## config.mk

```make
export PLATFORM = sky130hd
export DESIGN_NAME = sobel_edge_detector_flat
export DESIGN_NICKNAME = d
export VERILOG_FILES = /design/src/rtl/sobel_edge_detector_if.sv /design/src/rtl/sobel_edge_detector.sv /design/src/flat_wrapper.sv
export SDC_FILE = /design/constraint.sdc
export NUM_CORES = 2
export LEC_CHECK = 0
export CAP_MARGIN = 5
export CORE_ASPECT_RATIO = 0.75
export CORE_MARGIN = 4
export CORE_UTILIZATION = 50
export DETAILED_ROUTE_END_ITERATION = 6
export PLACE_DENSITY = 0.65
export SYNTH_ARGS = -nofsm -noshare
export SYNTH_HDL_FRONTEND = slang
export SYNTH_SLANG_ARGS = --single-unit
export TNS_END_PERCENT = 100
```

## constraint.sdc

```tcl
create_clock -name clk -period 21.7 [get_ports clk]
set_input_delay 3.255 -clock clk [delete_from_list [all_inputs] [get_ports clk]]
set_output_delay 3.255 -clock clk [all_outputs]
set_load 0.1 [all_outputs]
```

## src/rtl/sobel_edge_detector_if.sv

```systemverilog
// Pixel-in / edge-out bundle for the Sobel stage.
// The master side is the pixel source; the slave side is the detector.
interface sobel_edge_detector_if;
  logic [7:0] pixel_in;
  logic       pixel_valid;
  logic       sof;
  logic [7:0] edge_out;
  logic       edge_valid;
  logic       edge_last;

  modport master (
    output pixel_in, pixel_valid, sof,
    input  edge_out, edge_valid, edge_last
  );

  modport slave (
    input  pixel_in, pixel_valid, sof,
    output edge_out, edge_valid, edge_last
  );
endinterface

```

## src/rtl/sobel_edge_detector.sv

```systemverilog
// 3x3 Sobel edge detector on a raster pixel stream.
// Three registered stages: window capture, gradients, magnitude/output.
module sobel_edge_detector #(
  parameter int unsigned WIDTH     = 256,
  parameter int unsigned HEIGHT    = 256,
  parameter bit          BINARY    = 1'b0,
  parameter int unsigned THRESHOLD = 128
) (
  input  logic                  clk,
  input  logic                  rst,
  sobel_edge_detector_if.slave  bus
);

  localparam int unsigned CW = (WIDTH  > 1) ? $clog2(WIDTH)  : 1;
  localparam int unsigned RW = (HEIGHT > 1) ? $clog2(HEIGHT) : 1;

  logic [CW-1:0] col_q, col_d, eff_col;
  logic [RW-1:0] row_q, row_d, eff_row;
  logic          accept, at_last_col, at_last_row;
  logic [7:0]    top_rd, mid_rd;

  logic [2:0][2:0][7:0] win_q, win_d;
  logic          v1_q, v1_d, ok1_q, ok1_d, last1_q, last1_d;

  logic signed [10:0] gx_q, gx_d, gy_q, gy_d;
  logic [10:0]   gx_pos, gx_neg, gy_pos, gy_neg;
  logic          v2_q, v2_d, ok2_q, ok2_d, last2_q, last2_d;

  logic [10:0]   ax, ay;
  logic [11:0]   mag;
  logic [7:0]    sat, val;
  logic [7:0]    out_q, out_d;
  logic          valid_q, valid_d, last_q, last_d;

  // Line buffers hold rows row-2 and row-1; deliberately left unreset.
  logic [7:0]    lb0_mem [WIDTH];
  logic [7:0]    lb1_mem [WIDTH];

  assign accept      = bus.pixel_valid;
  assign eff_col     = bus.sof ? '0 : col_q;
  assign eff_row     = bus.sof ? '0 : row_q;
  assign at_last_col = (eff_col == CW'(WIDTH - 1));
  assign at_last_row = (eff_row == RW'(HEIGHT - 1));
  assign top_rd      = lb0_mem[eff_col];
  assign mid_rd      = lb1_mem[eff_col];

  // Position counters and window capture.
  always_comb begin
    col_d   = col_q;
    row_d   = row_q;
    win_d   = win_q;
    v1_d    = accept;
    ok1_d   = 1'b0;
    last1_d = 1'b0;
    if (accept) begin
      if (at_last_col) begin
        col_d = '0;
        row_d = at_last_row ? '0 : eff_row + RW'(1);
      end else begin
        col_d = eff_col + CW'(1);
        row_d = eff_row;
      end
      for (int r = 0; r < 3; r++) begin
        win_d[r][0] = win_q[r][1];
        win_d[r][1] = win_q[r][2];
      end
      win_d[0][2] = top_rd;
      win_d[1][2] = mid_rd;
      win_d[2][2] = bus.pixel_in;
      ok1_d       = (eff_row >= RW'(2)) && (eff_col >= CW'(2));
      last1_d     = at_last_col && at_last_row;
    end
  end

  // Gradients: all terms are non-negative sums of at most 4*255, so 11 bits signed is exact.
  always_comb begin
    gx_pos  = 11'(win_q[0][2]) + (11'(win_q[1][2]) << 1) + 11'(win_q[2][2]);
    gx_neg  = 11'(win_q[0][0]) + (11'(win_q[1][0]) << 1) + 11'(win_q[2][0]);
    gy_pos  = 11'(win_q[2][0]) + (11'(win_q[2][1]) << 1) + 11'(win_q[2][2]);
    gy_neg  = 11'(win_q[0][0]) + (11'(win_q[0][1]) << 1) + 11'(win_q[0][2]);
    gx_d    = $signed(gx_pos - gx_neg);
    gy_d    = $signed(gy_pos - gy_neg);
    v2_d    = v1_q;
    ok2_d   = ok1_q;
    last2_d = last1_q;
  end

  // Magnitude, saturation, optional threshold and border masking.
  always_comb begin
    ax      = gx_q[10] ? 11'(-gx_q) : 11'(gx_q);
    ay      = gy_q[10] ? 11'(-gy_q) : 11'(gy_q);
    mag     = 12'(ax) + 12'(ay);
    sat     = (mag > 12'd255) ? 8'hFF : mag[7:0];
    if (BINARY) val = (sat >= 8'(THRESHOLD)) ? 8'hFF : 8'h00;
    else        val = sat;
    out_d   = (v2_q && ok2_q) ? val : 8'h00;
    valid_d = v2_q;
    last_d  = v2_q && last2_q;
  end

  always_ff @(posedge clk) begin
    if (accept) begin
      lb0_mem[eff_col] <= mid_rd;
      lb1_mem[eff_col] <= bus.pixel_in;
    end
  end

  always_ff @(posedge clk or negedge rst) begin
    if (!rst) begin
      col_q   <= '0;
      row_q   <= '0;
      win_q   <= '0;
      v1_q    <= 1'b0;
      ok1_q   <= 1'b0;
      last1_q <= 1'b0;
      gx_q    <= '0;
      gy_q    <= '0;
      v2_q    <= 1'b0;
      ok2_q   <= 1'b0;
      last2_q <= 1'b0;
      out_q   <= '0;
      valid_q <= 1'b0;
      last_q  <= 1'b0;
    end else begin
      col_q   <= col_d;
      row_q   <= row_d;
      win_q   <= win_d;
      v1_q    <= v1_d;
      ok1_q   <= ok1_d;
      last1_q <= last1_d;
      gx_q    <= gx_d;
      gy_q    <= gy_d;
      v2_q    <= v2_d;
      ok2_q   <= ok2_d;
      last2_q <= last2_d;
      out_q   <= out_d;
      valid_q <= valid_d;
      last_q  <= last_d;
    end
  end

  assign bus.edge_out   = out_q;
  assign bus.edge_valid = valid_q;
  assign bus.edge_last  = last_q;

endmodule
```

## src/flat_wrapper.sv

```systemverilog
// flat-port wrapper written by rule: the top's interface ports become plain ports
module sobel_edge_detector_flat 
#(
  parameter int unsigned WIDTH     = 256,
  parameter int unsigned HEIGHT    = 256,
  parameter bit          BINARY    = 1'b0,
  parameter int unsigned THRESHOLD = 128
)
  (clk, rst, bus_pixel_in, bus_pixel_valid, bus_sof, bus_edge_out, bus_edge_valid, bus_edge_last);
  sobel_edge_detector_if bus_i ();
  input  logic clk;
  input  logic rst;
  input wire logic [$bits(bus_i.pixel_in)-1:0] bus_pixel_in;
  input wire logic [$bits(bus_i.pixel_valid)-1:0] bus_pixel_valid;
  input wire logic [$bits(bus_i.sof)-1:0] bus_sof;
  output wire logic [$bits(bus_i.edge_out)-1:0] bus_edge_out;
  output wire logic [$bits(bus_i.edge_valid)-1:0] bus_edge_valid;
  output wire logic [$bits(bus_i.edge_last)-1:0] bus_edge_last;
  assign bus_i.pixel_in = bus_pixel_in;
  assign bus_i.pixel_valid = bus_pixel_valid;
  assign bus_i.sof = bus_sof;
  assign bus_edge_out = bus_i.edge_out;
  assign bus_edge_valid = bus_i.edge_valid;
  assign bus_edge_last = bus_i.edge_last;
  sobel_edge_detector #(.WIDTH(WIDTH), .HEIGHT(HEIGHT), .BINARY(BINARY), .THRESHOLD(THRESHOLD)) u_core (.clk(clk), .rst(rst), .bus(bus_i));
endmodule
```

==> flow_summary.json <==
{
  "arrival_ns": 12.28,
  "die_h_um": 513,
  "cts-root-buf": "clkbuf_16",
  "drt-initial-drc-count": 17100,
  "synth_area_um2": 170000,
  "fmax_mhz": 85.5,
  "cp.required_ns": 22.29,
  "cp_max_fo": 97,
  "synthMuxAreaShare_pct": 3.98,
  "slew_viol_final": 2,
  "clkTransAtPathRegs_ns": 0.06,
  "grt-ovfl-total": 0,
  "htreeDepth": 5,
  "p_total_mw": 19.9,
  "fill_cells": 26300,
  "routed_wl_um": 525000,
  "peakVddDrop_v": 0.000146,
  "vias": 107000,
  "cts_buffer_depth": 4,
  "ys.flop_type": "edfxtp_1",
  "synthAdderAreaFrac_pct": 0.995,
  "syn_area_per_cell_um2": 15.0,
  "synth-warning-count": 0,
  "startpoint": "bus_sof",
  "wire_per_inst_um": 32.3,
  "dieArea_um2": 349000,
  "grt_pass1_wl_um": 742000,
  "worstSetupPathType": "input port to flip-flop",
  "synth-xor-area-share_pct": 0.304,
  "synth_compound_area_share_pct": 10.2,
  "post-dp-hpwl_um": 297000,
  "post_cts_buffers": 0,
  "drc": 0,
  "r2r-start": "u_core.col_q[0]",
  "violations": "max-capacitance violations, max-slew violations",
  "final_common_cell": "edfxtp_1",
  "cap_violations": 1,
  "async_flop_share_pct": 2.98,
  "synth.distinct_cells": 85,
  "power.leakage_nw": 61.1,
  "synth_cells": 11300,
  "end_kind": "flip-flop",
  "gp_congestion": 0.882,
  "start_kind": "input port",
  "firstDrtPassIters": 6,
  "antenna_found_initial": 33,
  "synth-edff-count": 4096,
  "rows": 185,
  "finalCriticalPeriod_ns": 11.69,
  "tns_ns": 0,
  "p_per_area_nw_per_um2": 106,
  "area_delta_synth_final_pct": 10.9,
  "cts_tree": "yes",
  "grt_max_degree": 177,
  "drive_gt1_share_pct": 11.2,
  "hold_violations": 0,
  "synth-simple-area-share_pct": 7.73,
  "grt_pass1_vias": 100000,
  "final-setup-viol-count": 0,
  "via_per_inst": 6.58,
  "syn_nets": 11500,
  "status": "finished, violations left",
  "ys_seq_area_share_pct": 74.2,
  "cts_resized": 0,
  "fin_worst_skew_ns": 0.0500,
  "holdCritPathClass": "flip-flop to flip-flop",
  "rsz0062_at_grt": "no",
  "dieWidth_um": 681,
  "hp-start": "u_core.ok1_q",
  "holdBufCountCts": 0,
  "synth.ff_latch_count": 4222,
  "grt_util_all_layers_pct": 29.3,
  "core-area_um2": 339000,
  "mostFrequentLayoutCells": "edfxtp_1 (4096), nand2_1 (1619), a211oi_1 (629)",
  "final_nets": 11500,
  "max_slew.worst_pin.slew_ns": 1.50,
  "start_util_pct": 50.2,
  "io_buffers": 21,
  "cts.sinks": 4222,
  "antenna_left": 0,
  "final.period_utilization_pct": 53.9,
  "relSlewSlack_pct": -0.730,
  "ioPinCount": 22,
  "cts_buffers": 386,
  "synth_top_family_by_area": "compound AO/OA/AOI/OAI gates",
  "worstSkewPairLatency_ns": 0.93
}
## metal layers
| layer | share of wire, % | up-vias | routed length (um) | global-route usage [%] |
|---|---|---|---|---|
| li1 | - | 44100 | - | - |
| met1 | 39 | 53800 | 205000 | 42.6 |
| met2 | 42 | 7686 | 223000 | 41.5 |
| met3 | 14 | 1119 | 76000 | 9.21 |
| met4 | 3.9 | 16 | 20600 | 10.6 |
| met5 | 0.022 | - | 114 | 0 |
## synthesized netlist by cell type, types with 140 or more instances
| master | count | area, um^2 |
|---|---|---|
| edfxtp_1 | 4096 | 123000 |
| nand2_1 | 1626 | 6100 |
| a211oi_1 | 629 | 4720 |
| nor2b_1 | 524 | 3280 |
| mux2i_1 | 501 | 5010 |
| a31oi_1 | 475 | 2970 |
| buf_2 | 421 | 2110 |
| a21oi_1 | 354 | 1770 |
| nor2_1 | 333 | 1250 |
| clkbuf_1 | 237 | 890 |
| nand3_1 | 204 | 1020 |
| o221ai_1 | 202 | 1770 |
| a2bb2oi_1 | 163 | 1430 |
| a311oi_1 | 158 | 1380 |
| o21ai_0 | 150 | 751 |
| mux2_2 | 142 | 1600 |
| a22oi_1 | 140 | 1050 |
## layout make-up
class                   instances  area, um^2  area share (%)
diodes                         23        57.6          0.0305
clock buffers                 484       10300            5.46
clock inverters               200        1830           0.969
inverters                     105         418           0.222
multi-input cells            6186       39900            21.1
flip-flops and latches       4222      126000            66.9
well taps                    4488        5620            2.98
repair buffers                511        4260            2.26
## path summary, 6_finish.rpt
check	slack, ns	cells after the start	to
worst max-delay path	10.01	15	u_core.lb0_mem[12][0]
worst min-delay path	0.35	0	u_core.ok2_q
worst max register to register	12.84	14	u_core.lb0_mem[110][2]
worst min register to register	0.35	0	u_core.ok2_q
max in group asynchronous	17.94	2	u_core.col_q[0]
min in group asynchronous	2.35	1	u_core.bus.edge_out[3]
## metrics by stage
stage,utilization (%),instances,hold slack (ns),cell area [um^2],worst slack [ns]
2_1_floorplan,-,11300,0.331,170000,11.92
3_3_place_gp,52.0,15500,0.332,176000,9.42
3_5_place_dp,52.0,15500,0.336,176000,9.27
4_1_cts,55.6,16200,0.343,188000,10.23
5_1_grt,55.6,16200,0.349,188000,9.88
6_report,55.7,16200,0.348,188000,10.01
## power breakdown
group	switching (mW)	total [mW]	internal (mW)
Clock	2.96	6.70	3.74
Combinational	2.55	3.78	1.23
Sequential	0.0790	9.45	9.37
Total	5.59	19.9	14.3
## critical path, cell delays in order
cell and delay, ns:
buf_8 0.51, buf_4 0.77, nand2b_4 0.68, buf_4 0.68, buf_4 0.74, buf_4 0.66, a211oi_1 0.11, a311oi_1 0.33
a31oi_1 0.08, a21oi_1 0.35, nor4_2 0.21, o221ai_4 0.90, buf_4 0.97, buf_4 0.75, buf_4 0.68
## state kept, by name, indices dropped and copies added (netlist names)
register / count
u_core.bus.edge_valid: 1
u_core.gx_q: 11
u_core.bus.edge_last: 1
u_core.row_q: 8
u_core.last1_q: 1
u_core.ok1_q: 1
u_core.lb1_mem: 2048
u_core.col_q: 8
u_core.v2_q: 1
u_core.last2_q: 1
u_core.win_q: 72
u_core.lb0_mem: 2048
u_core.gy_q: 11
u_core.v1_q: 1
u_core.bus.edge_out: 8
u_core.ok2_q: 1
## logic make-up after synthesis
logic type,Yosys count
xor gates and xnor gates,59
adders and majority gates,113
muxes,650
DFF,4222
buffers and inverters,920
AOI/OAI and AO/OA,2449
and+or+nand+nor,2915
No activity file was read; power rests on OpenSTA's default activity.
